File: src/rtl/piso_pkg.sv
// Shared types and width helpers for the parallel-in serial-out shifter.
package piso_pkg;

    typedef enum logic {
        StIdle  = 1'b0,
        StShift = 1'b1
    } piso_state_e;

    // Bit-counter width for a word of the given size; never narrower than one bit.
    function automatic int unsigned cnt_width(input int unsigned width);
        return (width > 1) ? $clog2(width) : 1;
    endfunction

endpackage

File: src/rtl/piso_bit_counter.sv
// Loadable down-counter that saturates at zero; tracks the bits left in a word.
module piso_bit_counter #(
    parameter int unsigned Width   = 5,
    parameter int unsigned LoadVal = 31
) (
    input  logic clk,
    input  logic rstn,
    input  logic load,
    input  logic en,
    output logic zero
);

    localparam logic [Width-1:0] LoadCnt = Width'(LoadVal);

    logic [Width-1:0] cnt_q;
    logic [Width-1:0] cnt_d;

    assign zero = (cnt_q == '0);

    always_comb begin
        cnt_d = cnt_q;
        if (load) begin
            cnt_d = LoadCnt;
        end else if (en && !zero) begin
            cnt_d = cnt_q - Width'(1);
        end
    end

    always_ff @(posedge clk) begin
        if (!rstn) begin
            cnt_q <= '0;
        end else begin
            cnt_q <= cnt_d;
        end
    end

endmodule

File: src/rtl/piso_shift_reg.sv
// Parallel-in serial-out shift register: accepts a word on a ready/valid handshake
// and emits it MSB first on q, pausing whenever en is low.
module piso_shift_reg
    import piso_pkg::*;
#(
    parameter int unsigned MSB = 32
) (
    input  logic           clk,
    input  logic           rstn,
    input  logic           en,
    input  logic           load_valid,
    output logic           load_ready,
    input  logic [MSB-1:0] data,
    output logic           q,
    output logic           q_valid,
    output logic           done
);

    localparam int unsigned CntW = cnt_width(MSB);

    piso_state_e    state_q, state_d;
    logic [MSB-1:0] shreg_q, shreg_d;
    logic           done_q, done_d;
    logic           accept;
    logic           cnt_en;
    logic           cnt_zero;

    assign load_ready = (state_q == StIdle);
    assign accept     = load_ready && load_valid;
    assign cnt_en     = (state_q == StShift) && en;
    assign q_valid    = (state_q == StShift);
    assign q          = (state_q == StShift) ? shreg_q[MSB-1] : 1'b0;
    assign done       = done_q;

    piso_bit_counter #(
        .Width   (CntW),
        .LoadVal (MSB - 1)
    ) u_bit_counter (
        .clk  (clk),
        .rstn (rstn),
        .load (accept),
        .en   (cnt_en),
        .zero (cnt_zero)
    );

    always_comb begin
        state_d = state_q;
        shreg_d = shreg_q;
        done_d  = 1'b0;
        unique case (state_q)
            StIdle: begin
                if (load_valid) begin
                    shreg_d = data;
                    state_d = StShift;
                end
            end
            StShift: begin
                if (en) begin
                    // Counter at zero means the last bit is on q right now.
                    if (cnt_zero) begin
                        state_d = StIdle;
                        done_d  = 1'b1;
                    end else begin
                        shreg_d = {shreg_q[MSB-2:0], 1'b0};
                    end
                end
            end
            default: state_d = StIdle;
        endcase
    end

    always_ff @(posedge clk) begin
        if (!rstn) begin
            state_q <= StIdle;
            shreg_q <= '0;
            done_q  <= 1'b0;
        end else begin
            state_q <= state_d;
            shreg_q <= shreg_d;
            done_q  <= done_d;
        end
    end

endmodule

File: config.mk
export PLATFORM = sky130hd
export DESIGN_NAME = piso_shift_reg
export DESIGN_NICKNAME = d
export VERILOG_FILES = /design/src/rtl/piso_pkg.sv /design/src/rtl/piso_bit_counter.sv /design/src/rtl/piso_shift_reg.sv
export SDC_FILE = /design/constraint.sdc
export NUM_CORES = 1
export LEC_CHECK = 0
export BUFFER_PORTS_ARGS = -buffer_cell sky130_fd_sc_hd__buf_2
export CAP_MARGIN = 25
export CELL_PAD_IN_SITES_DETAIL_PLACEMENT = 1
export CELL_PAD_IN_SITES_GLOBAL_PLACEMENT = 1
export CORE_UTILIZATION = 42
export CTS_CLUSTER_DIAMETER = 30
export DETAILED_ROUTE_END_ITERATION = 16
export PLACE_DENSITY_LB_ADDON = 0.1
export SYNTH_ARGS = -nofsm -noshare
export SYNTH_HDL_FRONTEND = slang
export SYNTH_HIERARCHICAL = 1
export SYNTH_SLANG_ARGS = --single-unit
File: constraint.sdc
create_clock -name clk -period 2.05 [get_ports clk]
set_input_delay 0.1025 -clock clk [delete_from_list [all_inputs] [get_ports clk]]
set_output_delay 0.1025 -clock clk [all_outputs]
set_load 0.005 [all_outputs]
Word-level counts from Yosys, hierarchy flattened
Cells that the tools add are included.
Storage, ports and cells
  register bits: 39
  latch bits: 0
  RAM bits: 0
  bits in read-only memories: 0
  input port bits: 36
  output and inout port bits: 4
  word-level logic and storage cells: 29
  memories: 0
Cells by class
  add/sub/neg operators: 1
  multipliers: 0
  divide/modulo/power cells: 0
  magnitude comparators: 0
  equal/unequal tests: 3
  shifts and indexed selects: 0
  multiplexer cells: 12
  bitwise gates (word level): 1
  reductions and logical operators: 8
Operators with widths (count)
  32-bit 2-to-1 mux: 3
  32-bit case mux with 2 select lines: 1
  5-bit 2-to-1 mux: 2
  2-bit != test (second input constant): 3
  3-bit AND reduction: 2
  5-bit zero test: 1
  1-bit 2-to-1 mux: 5
  5-bit by 1-bit subtractor with 5-bit output (second input constant): 1
  1-bit logical AND: 3
  1-bit case mux with 2 select lines: 1
  2-bit nonzero test: 1
  1-bit zero test: 1
  1-bit inverter: 1

Depth between registers and ports, before layout
Gate-level depths: netlist of run 1.
  depth after elaboration: 5
  gate-level depth with buffers: 9
  depth with buffers taken out: 6

By module
Netlist of run 1, hierarchy kept.
Modules (own cells, without submodules)
  piso_shift_reg: times used 1, cells an instance 159, area each 1671.6 µm², seq. area each 680.7 µm²
  piso_bit_counter: times used 1, cells an instance 29, area each 275.3 µm², seq. area each 100.1 µm²

Worst setup path before layout of run 1
Ideal clock, no wire load.
  kind: register to register
  from: register u_bit_counter.cnt_q[0]
  to: register shreg_q[11]
  setup time: 0.066 ns
  arrival time: 1.751 ns
  required time: 1.984 ns
  path slack: 0.233 ns
  stages on the path, launching flop included: 10
  path buffers: 3
  path through: dfxtp_1 -> inv_1 -> ha_1 -> nor4b_4 -> and3b_1 -> clkbuf_2 -> or2_1 -> buf_2 -> buf_6 -> a21oi_2
Between the ends
  word-level cells in the longest chain between the ends: 3
RTL lines
  start: declaration: line piso_bit_counter.sv:15  | logic [Width-1:0] cnt_q;
  start signal: assignment: line piso_bit_counter.sv:33  | cnt_q <= cnt_d;
  5-bit zero test: line piso_bit_counter.sv:18  | assign zero = (cnt_q == '0);
  via cnt_zero: line piso_shift_reg.sv:26  | logic cnt_zero;
  2-bit != test (no source line)
  3-bit AND reduction (no source line)
  end signal: assignment: line piso_shift_reg.sv:79  | shreg_q <= shreg_d;
  end: declaration: line piso_shift_reg.sv:22  | logic [MSB-1:0] shreg_q, shreg_d;
The timed path passes the listed nets, and every way through them passes these cells.
A chain may end at the register's enable or synchronous reset.

Worst setup path in the final report of run 1
  from: register u_bit_counter.cnt_q[0]
  to: register shreg_q[25]
The elaborated chain is that of the path after synthesis.

==> results by group, run 1 <==
Power
  – P_sw: about 0.53 mW
  – Combinational power share: between 20% and 30%
  – Switching share of power: about 29%
  – Leak: approximately 0.93 nW
  – Flop pwr share: 49.1%
  – Clk pwr share: between 20% and 30%
  – Peak VDD IR: about 0.00046 V
  – Cell internal pwr: between 1 and 1.5 mW
  – Pwr/cell area: 805.8 nW/µm²

GRT
  – Vias in the first global route: about 1,600
  – First-pass GRT wire length: between 7000 and 8000 µm
  – All-Layer GR Usage: between 10% and 20%
  – Largest net degree at the start of global routing: about 40
  – Initial antenna violation count: 0
  – GR Overflow Total: 0

Placement
  – GPL Wtd Cong: around 0.75
  – Port Buffers: 39
  – Dpl cell area: 2163 µm²
  – Detailed placement HPWL: 3042 µm

STA
  – Slew HR: a little over half
  – Final Skew: between 0.009 and 0.01 ns
  – Final Cycle Share: just under 90%
  – Tightest Pin Transition: 0.7175 ns
  – RSZ-0062 raised after global routing: false
  – Max Clock Freq: roughly 0.56 GHz
  – Slew Viols, Final: 0
  – Setup Viol. Count Final: 0
  – Crit path time final: 1.797 ns
  – Setup TNS: 0 ns
  – Fin. Hold Viols: 0

Clock tree
  – Hold-fix buffers, CTS: 0
  – CTS Sinks: 39
  – Num CTS Buffers: 5
  – CTS Root Cell: clkbuf_8
  – Post-CTS setup buffers: 0
  – Htree depth: 2
  – Clock Path Buffers: 2
  – Post-cts sizing count: 0
  – CTS tree: done
  – Worst-Skew Late Latency: about 0.29 ns
  – Clock Pin Slew Worst Setup and Hold Paths: approximately 0.080 ns

Critical path
  – Critical path fanouts, max: 12
  – WP data required: 2.27 ns
  – Arr. time, crit path: 2.01 ns
  – Worst Setup End Kind: register
  – Crit Path Class: register to register
  – Setup crit start kind: register

Job
  – Max-cap viol count: 0

Floorplanning
  – Die X: 70.09 µm
  – Num ports: 40
  – Core footprint: 4414 µm²
  – Die height: between 70 and 80 µm
  – Die area: approximately 4900 µm²
  – Starting Density: around 44%
  – Row cnt: 24

Cells and area
  – Nets: 259
  – Ant. Diodes: 0
  – Layout area overhead: 15.62%
  – Layout cells sized above 1: approximately two fifths
  – Final instance area: between 2000 and 2500 µm²

Route
  – Routed WL: around 4500 µm
  – Antenna viol nets, final: 0
  – # DRC: 0
  – Via count: 1,521
  – Mean routed wirelength per cell: approximately 16 µm
  – Initial drt markers: 62
  – Pre-Repair DR Iteration Count: 4
  – Via density: about 5.6

Synthesis
  – Synth Area in XOR/XNOR: 0%
  – Multiplexer share of the synthesized area: between 10% and 20%
  – Yosys cell types: 33
  – Asr flop ratio synth: 0%
  – Sequential element share of the synthesized area: 40.10%
  – Post-synth top cells: 39 x dfxtp_1, 32 x o31ai_1, 31 x mux2i_1, 30 x a21oi_2, 11 x clkbuf_1
  – Area leader, netlist: dfxtp_1
  – Ys Warns: 6
  – Seq cells post-synth: 39
  – Number of synthesized flops with an enable pin: 0
  – Cell with the most instances after synthesis: dfxtp_1
  – Syn nets: roughly 230
  – Yosys top cell area share: 40.10%
  – Compound-cell area share of the yosys netlist: 30.40%
  – Largest cells by area after synthesis: dfxtp_1 40%, mux2i_1 16%, a21oi_2 13%
  – Mapped Area: 1947 µm²
  – Most used DFF post-synth: dfxtp_1
  – Mean area per synthesized cell: roughly 10 µm²
  – Simple-gate portion of the synthesized area: just over 6%
  – Largest family of logic cells by synthesized area: compound AO/OA/AOI/OAI gates
  – Post-synthesis adder-cell area fraction: less than 1%
  – Gate Count Post-Synth: ~190

Status
  – Outcome: completed

Hold path
  – HP Class: input pin to register
worst paths after layout:
| check | startpoint | end | slack, ns | depth (start not counted) |
|---|---|---|---|---|
| worst max-delay path | u_bit_counter/cnt_q[0] | shreg_q[25] | 0.25 | 7 |
| worst min-delay path | en | q_valid | 0.03 | 2 |
| worst max register to register | u_bit_counter/cnt_q[0] | shreg_q[25] | 0.25 | 7 |
| worst min register to register | shreg_q[0] | shreg_q[0] | 0.47 | 2 |
area by class of cell:
class | instances | area [µm²]
Clock buffer | 6 | 82.58
Sequential cell | 39 | 782.0
Clock inverter | 1 | 5.005
Multi-Input combinational cell | 123 | 1035
Fill cell | 485 | 2163
Inverter | 5 | 18.77
Tap cell | 52 | 65.06
Timing Repair Buffer | 48 | 262.8
power groups by stage:
stage                     combinational (mW)  clock [mW]  sequential (mW)
after floorplan                        0.308           0            0.893
after global placement                 0.381           0            0.902
after detailed placement               0.401           0            0.909
after CTS                              0.403       0.547            0.891
after global routing                   0.437       0.580            0.900
final                                  0.396       0.526            0.891
flip-flops by register name, summed over array words and instances (netlist names):
signal	flops
shreg_q	32
u_bit_counter/cnt_q	5
done	1
q_valid	1
placed cells by master, fill, tap and decap left out, drive strengths merged:
cell type / Yosys / layout
mux2i: 31 / 31
o31ai: 32 / 32
or3: 1 / 1
dfxtp: 39 / 39
a31oi: 1 / 1
and3b: 1 / 1
clkbuf: 12 / 6
clkinv: 0 / 1
inv: 5 / 5
nand2: 2 / 2
nor3: 1 / 1
a21boi: 1 / 1
and2: 2 / 2
o21a: 2 / 2
a21oi: 32 / 32
or4b: 1 / 1
buf: 9 / 48
o21ai: 3 / 3
o311a: 1 / 1
and3: 1 / 1
o31a: 2 / 2
nand3: 1 / 1
nor2b: 1 / 1
ha: 1 / 1
nor4b: 2 / 2
nor2: 2 / 2
a211oi: 1 / 1
or2: 1 / 1
cell families after synthesis:
kind of cell | Yosys count
compound gates | 75
flops | 39
mux | 31
buf+inv | 26
simple gates | 16
fa+ha+maj | 1
layer usage:
layer / GRT usage (%) / routed length [µm] / up-vias
li1: - / - / 766
met1: 24.14 / 2064 / 727
met2: 33.55 / 2264 / 23
met3: 4.329 / 103 / 5
met4: 4.222 / 33 / 0
met5: 0 / 0 / -
worst max-delay path: stages (launching register included):
cell and delay [ns]:
dfxtp_1 0.34, inv_1 0.07, ha_1 0.16, nor4b_4 0.21, and3b_1 0.22, or2_2 0.35, buf_4 0.23, a21oi_2 0.13
metrics by stage:
step	power, mW	hold WS [ns]	utilization [%]	worst slack, ns	cells
4_1_cts	1.841	0.01838	50.99	0.2372	274
3_3_place_gp	1.283	0.3336	49.01	0.3297	267
3_5_place_dp	1.310	0.3432	49.01	0.2805	267
6_report	1.814	0.02672	50.99	0.2526	274
2_1_floorplan	1.201	0.2135	-	0.2326	188
5_1_grt	1.917	0.01844	50.99	0.09108	274
Power figures use the tool's default switching activity.
==> run 2: changes to the inputs <==
Settings changed: RECOVER_POWER set to 25.
==> run 2 against run 1 <==
Largest power group unchanged. Die area unchanged. Design area down 0.44%. Fmax down 1.4%. Global-route usage unchanged. Non-clock buffer count unchanged. Sequential cell count unchanged. Utilization down 0.23 points. Sequential power about the same. Critical path depth down 2. Highest routed layer unchanged. Clock skew up 0.0012 ns. Worst hold slack better by 0.0064 ns. First-iteration DRC count down 26%.
==> results by group, run 2 (same netlist as run 1, synthesis figures left out) <==
Status
  – Outcome: completed

Clock tree
  – CTS Sinks: 39 (unchanged)
  – Post-cts sizing count: 0 (unchanged)
  – Hold-fix buffers, CTS: 0 (unchanged)
  – CTS tree: done
  – CTS Root Cell: clkbuf_8
  – Post-CTS setup buffers: 0 (unchanged)
  – Clock Path Buffers: 2 (unchanged)
  – Clock Pin Slew Worst Setup and Hold Paths: 0.08 ns (about the same)
  – Htree depth: 2 (unchanged)
  – Worst-Skew Late Latency: 0.29 ns (about the same)
  – Num CTS Buffers: 5 (unchanged)

Hold path
  – HP Class: input pin to register
  – Hold depth: 2 (unchanged)

Floorplanning
  – Row cnt: 24 (unchanged)
  – Core footprint: 4414 µm² (unchanged)
  – Die height: 70.09 µm (unchanged)
  – Die X: 70.09 µm (unchanged)
  – Starting Density: 44.10% (unchanged)
  – Num ports: 40 (unchanged)
  – Die area: 4912 µm² (unchanged)

Critical path
  – Crit path depth: 5 (-2)
  – Reg2Reg Depth: 5 (-2)
  – WP data required: 2.27 ns (about the same)
  – Worst path slowest cell: clkbuf_2
  – Worst Setup End Kind: register
  – Top Family by Delay on Critical Path: buffers and inverters
  – Crit Path Class: register to register
  – Setup crit start kind: register
  – Crit path largest cell delay: 0.49 ns (+0.14 ns)
  – Flop-to-flop setup slack: 0.23 ns (-0.03 ns)
  – Worst-path cell chain: clkbuf_2 -> nor2b_2 -> or2_2 -> buf_4 -> a21oi_2
  – Critical path fanouts, max: 18 (+6)
  – Critical path buffer and inverter count: 2 (unchanged)
  – Arr. time, crit path: 2.04 ns (+0.03 ns)

Cells and area
  – Largest regs: shreg_q x32, u_bit_counter/cnt_q x5
  – Nets: 259 (unchanged)
  – Layout cells sized above 1: 39.64% (-0.90 points)
  – Most frequent cells in the layout: 39 x dfxtp_1, 39 x buf_2, 32 x o31ai_1
  – Reg area: 780.7 µm² (-0.16%)
  – Max FFs per register: 32 (unchanged)
  – Layout area overhead: 15.10%
  – Fillers: 488 (+0.62%)
  – Multi-input gate area: 1035 µm² (unchanged)
  – Top reg by flops: shreg_q
  – Final instance area: 2241 µm² (-0.44%)
  – Ant. Diodes: 0 (unchanged)

GRT
  – First-pass GRT wire length: 7672 µm (unchanged)
  – All-Layer GR Usage: 19.24% (unchanged)
  – GR Overflow Total: 0 (unchanged)
  – Initial antenna violation count: 0 (unchanged)
  – Vias in the first global route: 1,612 (unchanged)
  – Largest net degree at the start of global routing: 41 (unchanged)

STA
  – Crit path time final: 1.823 ns (+0.02584 ns)
  – Setup TNS: 0 ns (unchanged)
  – Max Clock Freq: 0.5485 GHz (-1.4%)
  – Setup Viol. Count Final: 0 (unchanged)
  – Final Skew: 0.01095 ns (+0.001225 ns)
  – RSZ-0062 raised after global routing: false
  – Fin. Hold Viols: 0 (unchanged)
  – Final Cycle Share: 88.94% (+1.3 points)
  – Tightest Pin Transition: 0.7213 ns (+0.003776 ns)
  – Slew Viols, Final: 0 (unchanged)
  – Slew HR: 51.92% (-0.25 points)

Placement
  – Detailed placement HPWL: 3042 µm (unchanged)
  – GPL Wtd Cong: 0.7498 (unchanged)
  – Port Buffers: 39 (unchanged)
  – Dpl cell area: 2163 µm² (unchanged)

Route
  – # DRC: 0 (unchanged)
  – Mean routed wirelength per cell: 16.30 µm (unchanged)
  – Via density: 5.569 (+0.33%)
  – Antenna viol nets, final: 0 (unchanged)
  – Routed WL: 4465 µm (unchanged)
  – Pre-Repair DR Iteration Count: 5 (+1)
  – Via count: 1,526 (+0.33%)
  – Initial drt markers: 46 (-26%)

Power
  – Peak VDD IR: 0.0004630 V (-0.25%)
  – Leak: 0.9256 nW (-0.70%)
  – Pwr/cell area: 808.4 nW/µm² (+0.33%)

Job
  – Max-cap viol count: 0 (unchanged)
-- run 2: cell count changes in the layout (fill, tap and decap cells not counted) --
cell      delta
dfxtp_2      -1
and2_0       +1
buf_4        -3
dfxtp_1      +1
clkbuf_1     +1
and2_1       -1
clkbuf_2     +2
-- run 2: layout make-up --
cell class                      count  area share [%]
Clock inverter                      1          0.2233
Inverter                            5          0.8375
Clock buffer                        6           3.685
Sequential cell                    39           34.84
Timing Repair Buffer               48           11.33
Tap cell                           52           2.903
Multi-Input combinational cell    123           46.18
-- run 2: layer usage --
metal,vias up,wire length (µm),GRT usage (%)
li1,768,-,-
met1,728,2045,24.14
met2,25,2281,33.55
met3,5,105,4.329
met4,0,33,4.222
met5,-,0,0
-- run 2: final timing paths --
kind	endpoint	from
hold / removal	q_valid	en
setup / recovery	shreg_q[25]	q_valid
setup reg to reg	shreg_q[25]	q_valid
hold reg to reg	shreg_q[0]	shreg_q[0]
-- run 2: power by group --
| group | leakage, nW | switching, mW | internal [mW] |
|---|---|---|---|
| clock network | 0.0470 | 0.264 | 0.264 |
| registers | 0.324 | 0.0512 | 0.839 |
| logic | 0.555 | 0.217 | 0.175 |
-- run 2: stage by stage --
step           utilization [%]  worst slack, ns  std cells  hold WS [ns]  power [mW]
3_5_place_dp             49.01           0.2805        267        0.3432       1.310
4_1_cts                  50.99           0.2372        274       0.01838       1.841
2_1_floorplan                -           0.2326        188        0.2135       1.201
3_3_place_gp             49.01           0.3297        267        0.3336       1.283
6_report                 50.77           0.2268        274       0.03315       1.812
5_1_grt                  50.77          0.07177        274       0.02584       1.913
==> run 3: changes to the inputs <==
Clock period 2.05 ns to 1.9 ns, I/O delays scaled along.
==> run 3 against run 2 <==
Sequential power grew 8.2%. Clock power shrank 4.2%. Largest cell class unchanged. Global-route usage rose by 0.68 points. Register-to-register slack lost 0.04 ns. Fmax up 6.2%. Utilization is 0.26 points lower. Setup slack got worse by 0.044 ns. Sequential cell count unchanged. Final cell count fell by 1.1%. Combinational power increased by 8.9%.
==> results by group, run 3 (same netlist as run 1, synthesis figures left out) <==
Critical path
  – Reg2Reg Depth: 7 (+2)
  – Crit Path Class: register to register
  – Worst r2r src: u_bit_counter/cnt_q[0]
  – WP data required: 2.12 ns (-0.15 ns)
  – Critical path endpoint: shreg_q[23]
  – Worst r2r dst: shreg_q[23]
  – Setup crit start kind: register
  – Worst Setup End Kind: register
  – Flop-to-flop setup slack: 0.18 ns (-0.04 ns)
  – Critical path fanouts, max: 31 (+13)
  – Arr. time, crit path: 1.93 ns (-0.11 ns)
  – Crit path from: u_bit_counter/cnt_q[0]

Placement
  – Placed insts: 265 (-0.75%)
  – Detailed placement HPWL: 2995 µm (-1.5%)
  – GPL Wtd Cong: 0.7411 (-1.2%)
  – Dpl cell area: 2161 µm² (-0.12%)
  – Port Buffers: 39 (unchanged)
  – Pre-CTS setup slack: 0.1764 ns (-0.1042 ns)

GRT
  – GR Overflow Total: 0 (unchanged)
  – First-pass GRT wire length: 7790 µm (+1.5%)
  – Initial antenna violation count: 0 (unchanged)
  – Vias in the first global route: 1,708 (+6.0%)
  – All-Layer GR Usage: 19.91% (+0.68 points)
  – Largest net degree at the start of global routing: 41 (unchanged)

Power
  – Leak: 0.9101 nW (-1.7%)
  – Peak VDD IR: 0.0004667 V (+0.78%)
  – Pwr/cell area: 851.0 nW/µm² (+5.3%)
  – Final total power: 1.898 mW (+4.7%)

Cells and area
  – Largest regs: shreg_q x32, u_bit_counter/cnt_q x5
  – Most frequent cells in the layout: 39 x buf_2, 38 x dfxtp_1, 31 x mux2i_1, 31 x o31ai_1, 30 x a21oi_2
  – Layout cells sized above 1: 39.27% (-0.37 points)
  – Commonest non-fill, non-tap cell in the layout: buf_2
  – Max FFs per register: 32 (unchanged)
  – Nets: 257 (-0.77%)
  – Non-Filler Instances: 271 (-1.1%)
  – Fillers: 522 (+7.0%)
  – Layout area overhead: 14.52%
  – Top reg by flops: shreg_q
  – Ant. Diodes: 0 (unchanged)
  – Final instance area: 2230 µm² (-0.50%)

Route
  – Antenna viol nets, final: 0 (unchanged)
  – Initial drt markers: 77 (+67%)
  – Highest Signal Layer: met4
  – Routed WL: 4476 µm (+0.25%)
  – Pre-Repair DR Iteration Count: 4 (-1)
  – WL met1: 2117 µm (+3.5%)
  – Via density: 5.653 (+1.5%)
  – # DRC: 0 (unchanged)
  – Met3 wire length: 133 µm (+27%)
  – Via count: 1,532 (+0.39%)
  – Mean routed wirelength per cell: 16.52 µm (+1.4%)
  – Routed length on met2: 2156 µm (-5.5%)

STA
  – Slew HR: 52.46% (+0.54 points)
  – Final worst setup slack: 0.1826 ns (-0.04413 ns)
  – RSZ-0062 raised after global routing: false
  – Setup Viol. Count Final: 0 (unchanged)
  – Slew Viols, Final: 0 (unchanged)
  – Fin. Hold Viols: 0 (unchanged)
  – Final Cycle Share: 90.39% (+1.4 points)
  – Crit path time final: 1.717 ns (-0.1059 ns)
  – Max Clock Freq: 0.5823 GHz (+6.2%)
  – Tightest Pin Transition: 0.7132 ns (-0.008087 ns)
  – Final Skew: 0.004384 ns (-0.006565 ns)
  – Setup TNS: 0 ns (unchanged)

Clock tree
  – Htree depth: 2 (unchanged)
  – CTS Root Cell: clkbuf_8
  – CTS tree: done
  – Num CTS Buffers: 5 (unchanged)
  – Clock Path Buffers: 2 (unchanged)
  – CTS Sinks: 39 (unchanged)
  – Worst-Skew Late Latency: 0.28 ns (about the same)
  – Post-CTS setup buffers: 0 (unchanged)
  – Clock Pin Slew Worst Setup and Hold Paths: 0.07 ns (about the same)

Floorplanning
  – Die X: 70.09 µm (unchanged)
  – Die area: 4912 µm² (unchanged)
  – Core footprint: 4414 µm² (unchanged)
  – Row cnt: 24 (unchanged)
  – Die height: 70.09 µm (unchanged)
  – Num ports: 40 (unchanged)
  – Starting Density: 44.10% (unchanged)

Status
  – Outcome: completed

Hold path
  – HP Class: input pin to register
  – Hold_sp: en

Job
  – Max-cap viol count: 0 (unchanged)
==> run 3: cell count changes in the layout (fill, tap and decap cells not counted), sizes merged <==
cell    previous run  this run
buf               45        43
clkinv             1         0
==> run 3: area by class of cell <==
type | count | area, µm² | share of cell area (%)
inverter | 5 | 18.77 | 0.8418
clock buffer | 6 | 72.57 | 3.255
tap | 52 | 65.06 | 2.918
sequential | 39 | 782.0 | 35.07
multi-input combinational | 123 | 1040 | 46.63
timing repair buffer | 46 | 251.5 | 11.28
==> run 3: metal layers <==
metal  vias up  GRT usage, %
li1        760             -
met1       733         24.59
met2        30         33.55
met3         9         4.762
met4         0         7.333
met5         -             0
==> run 3: worst min-delay path by stage <==
stage | to | depth (start not counted)
after floorplan | q_valid | 1
after global placement | q_valid | 2
after detailed placement | q_valid | 2
after CTS | q_valid | 2
after global routing | q_valid | 2
final | q_valid | 2
==> run 3: report_power, final <==
| group | total [mW] | internal (mW) | switching, mW |
|---|---|---|---|
| Combinational | 0.427 | 0.190 | 0.236 |
| Sequential | 0.964 | 0.907 | 0.0570 |
| Clock | 0.507 | 0.245 | 0.263 |
==> run 3: metrics by stage <==
step                      util, %  hold slack, ns
final                       50.51         0.02642
after detailed placement    48.95          0.3336
after floorplan                 -          0.2060
after CTS                   50.60         0.01828
after global routing        50.51         0.02157
after global placement      48.95          0.3259
==> run 3: what timing repair did <==
item	CTS	global route
hold buffers	0	0
endpoints found under the setup margin	0	2
resized for setup	0	2
==> run 3: worst max-delay path, stage by stage (launching register included) <==
cell     delay (ns)
dfxtp_1        0.39
inv_1          0.06
ha_1           0.21
nor4b_4        0.13
and3b_1        0.23
buf_4          0.34
o31ai_1        0.13
a21oi_2        0.15
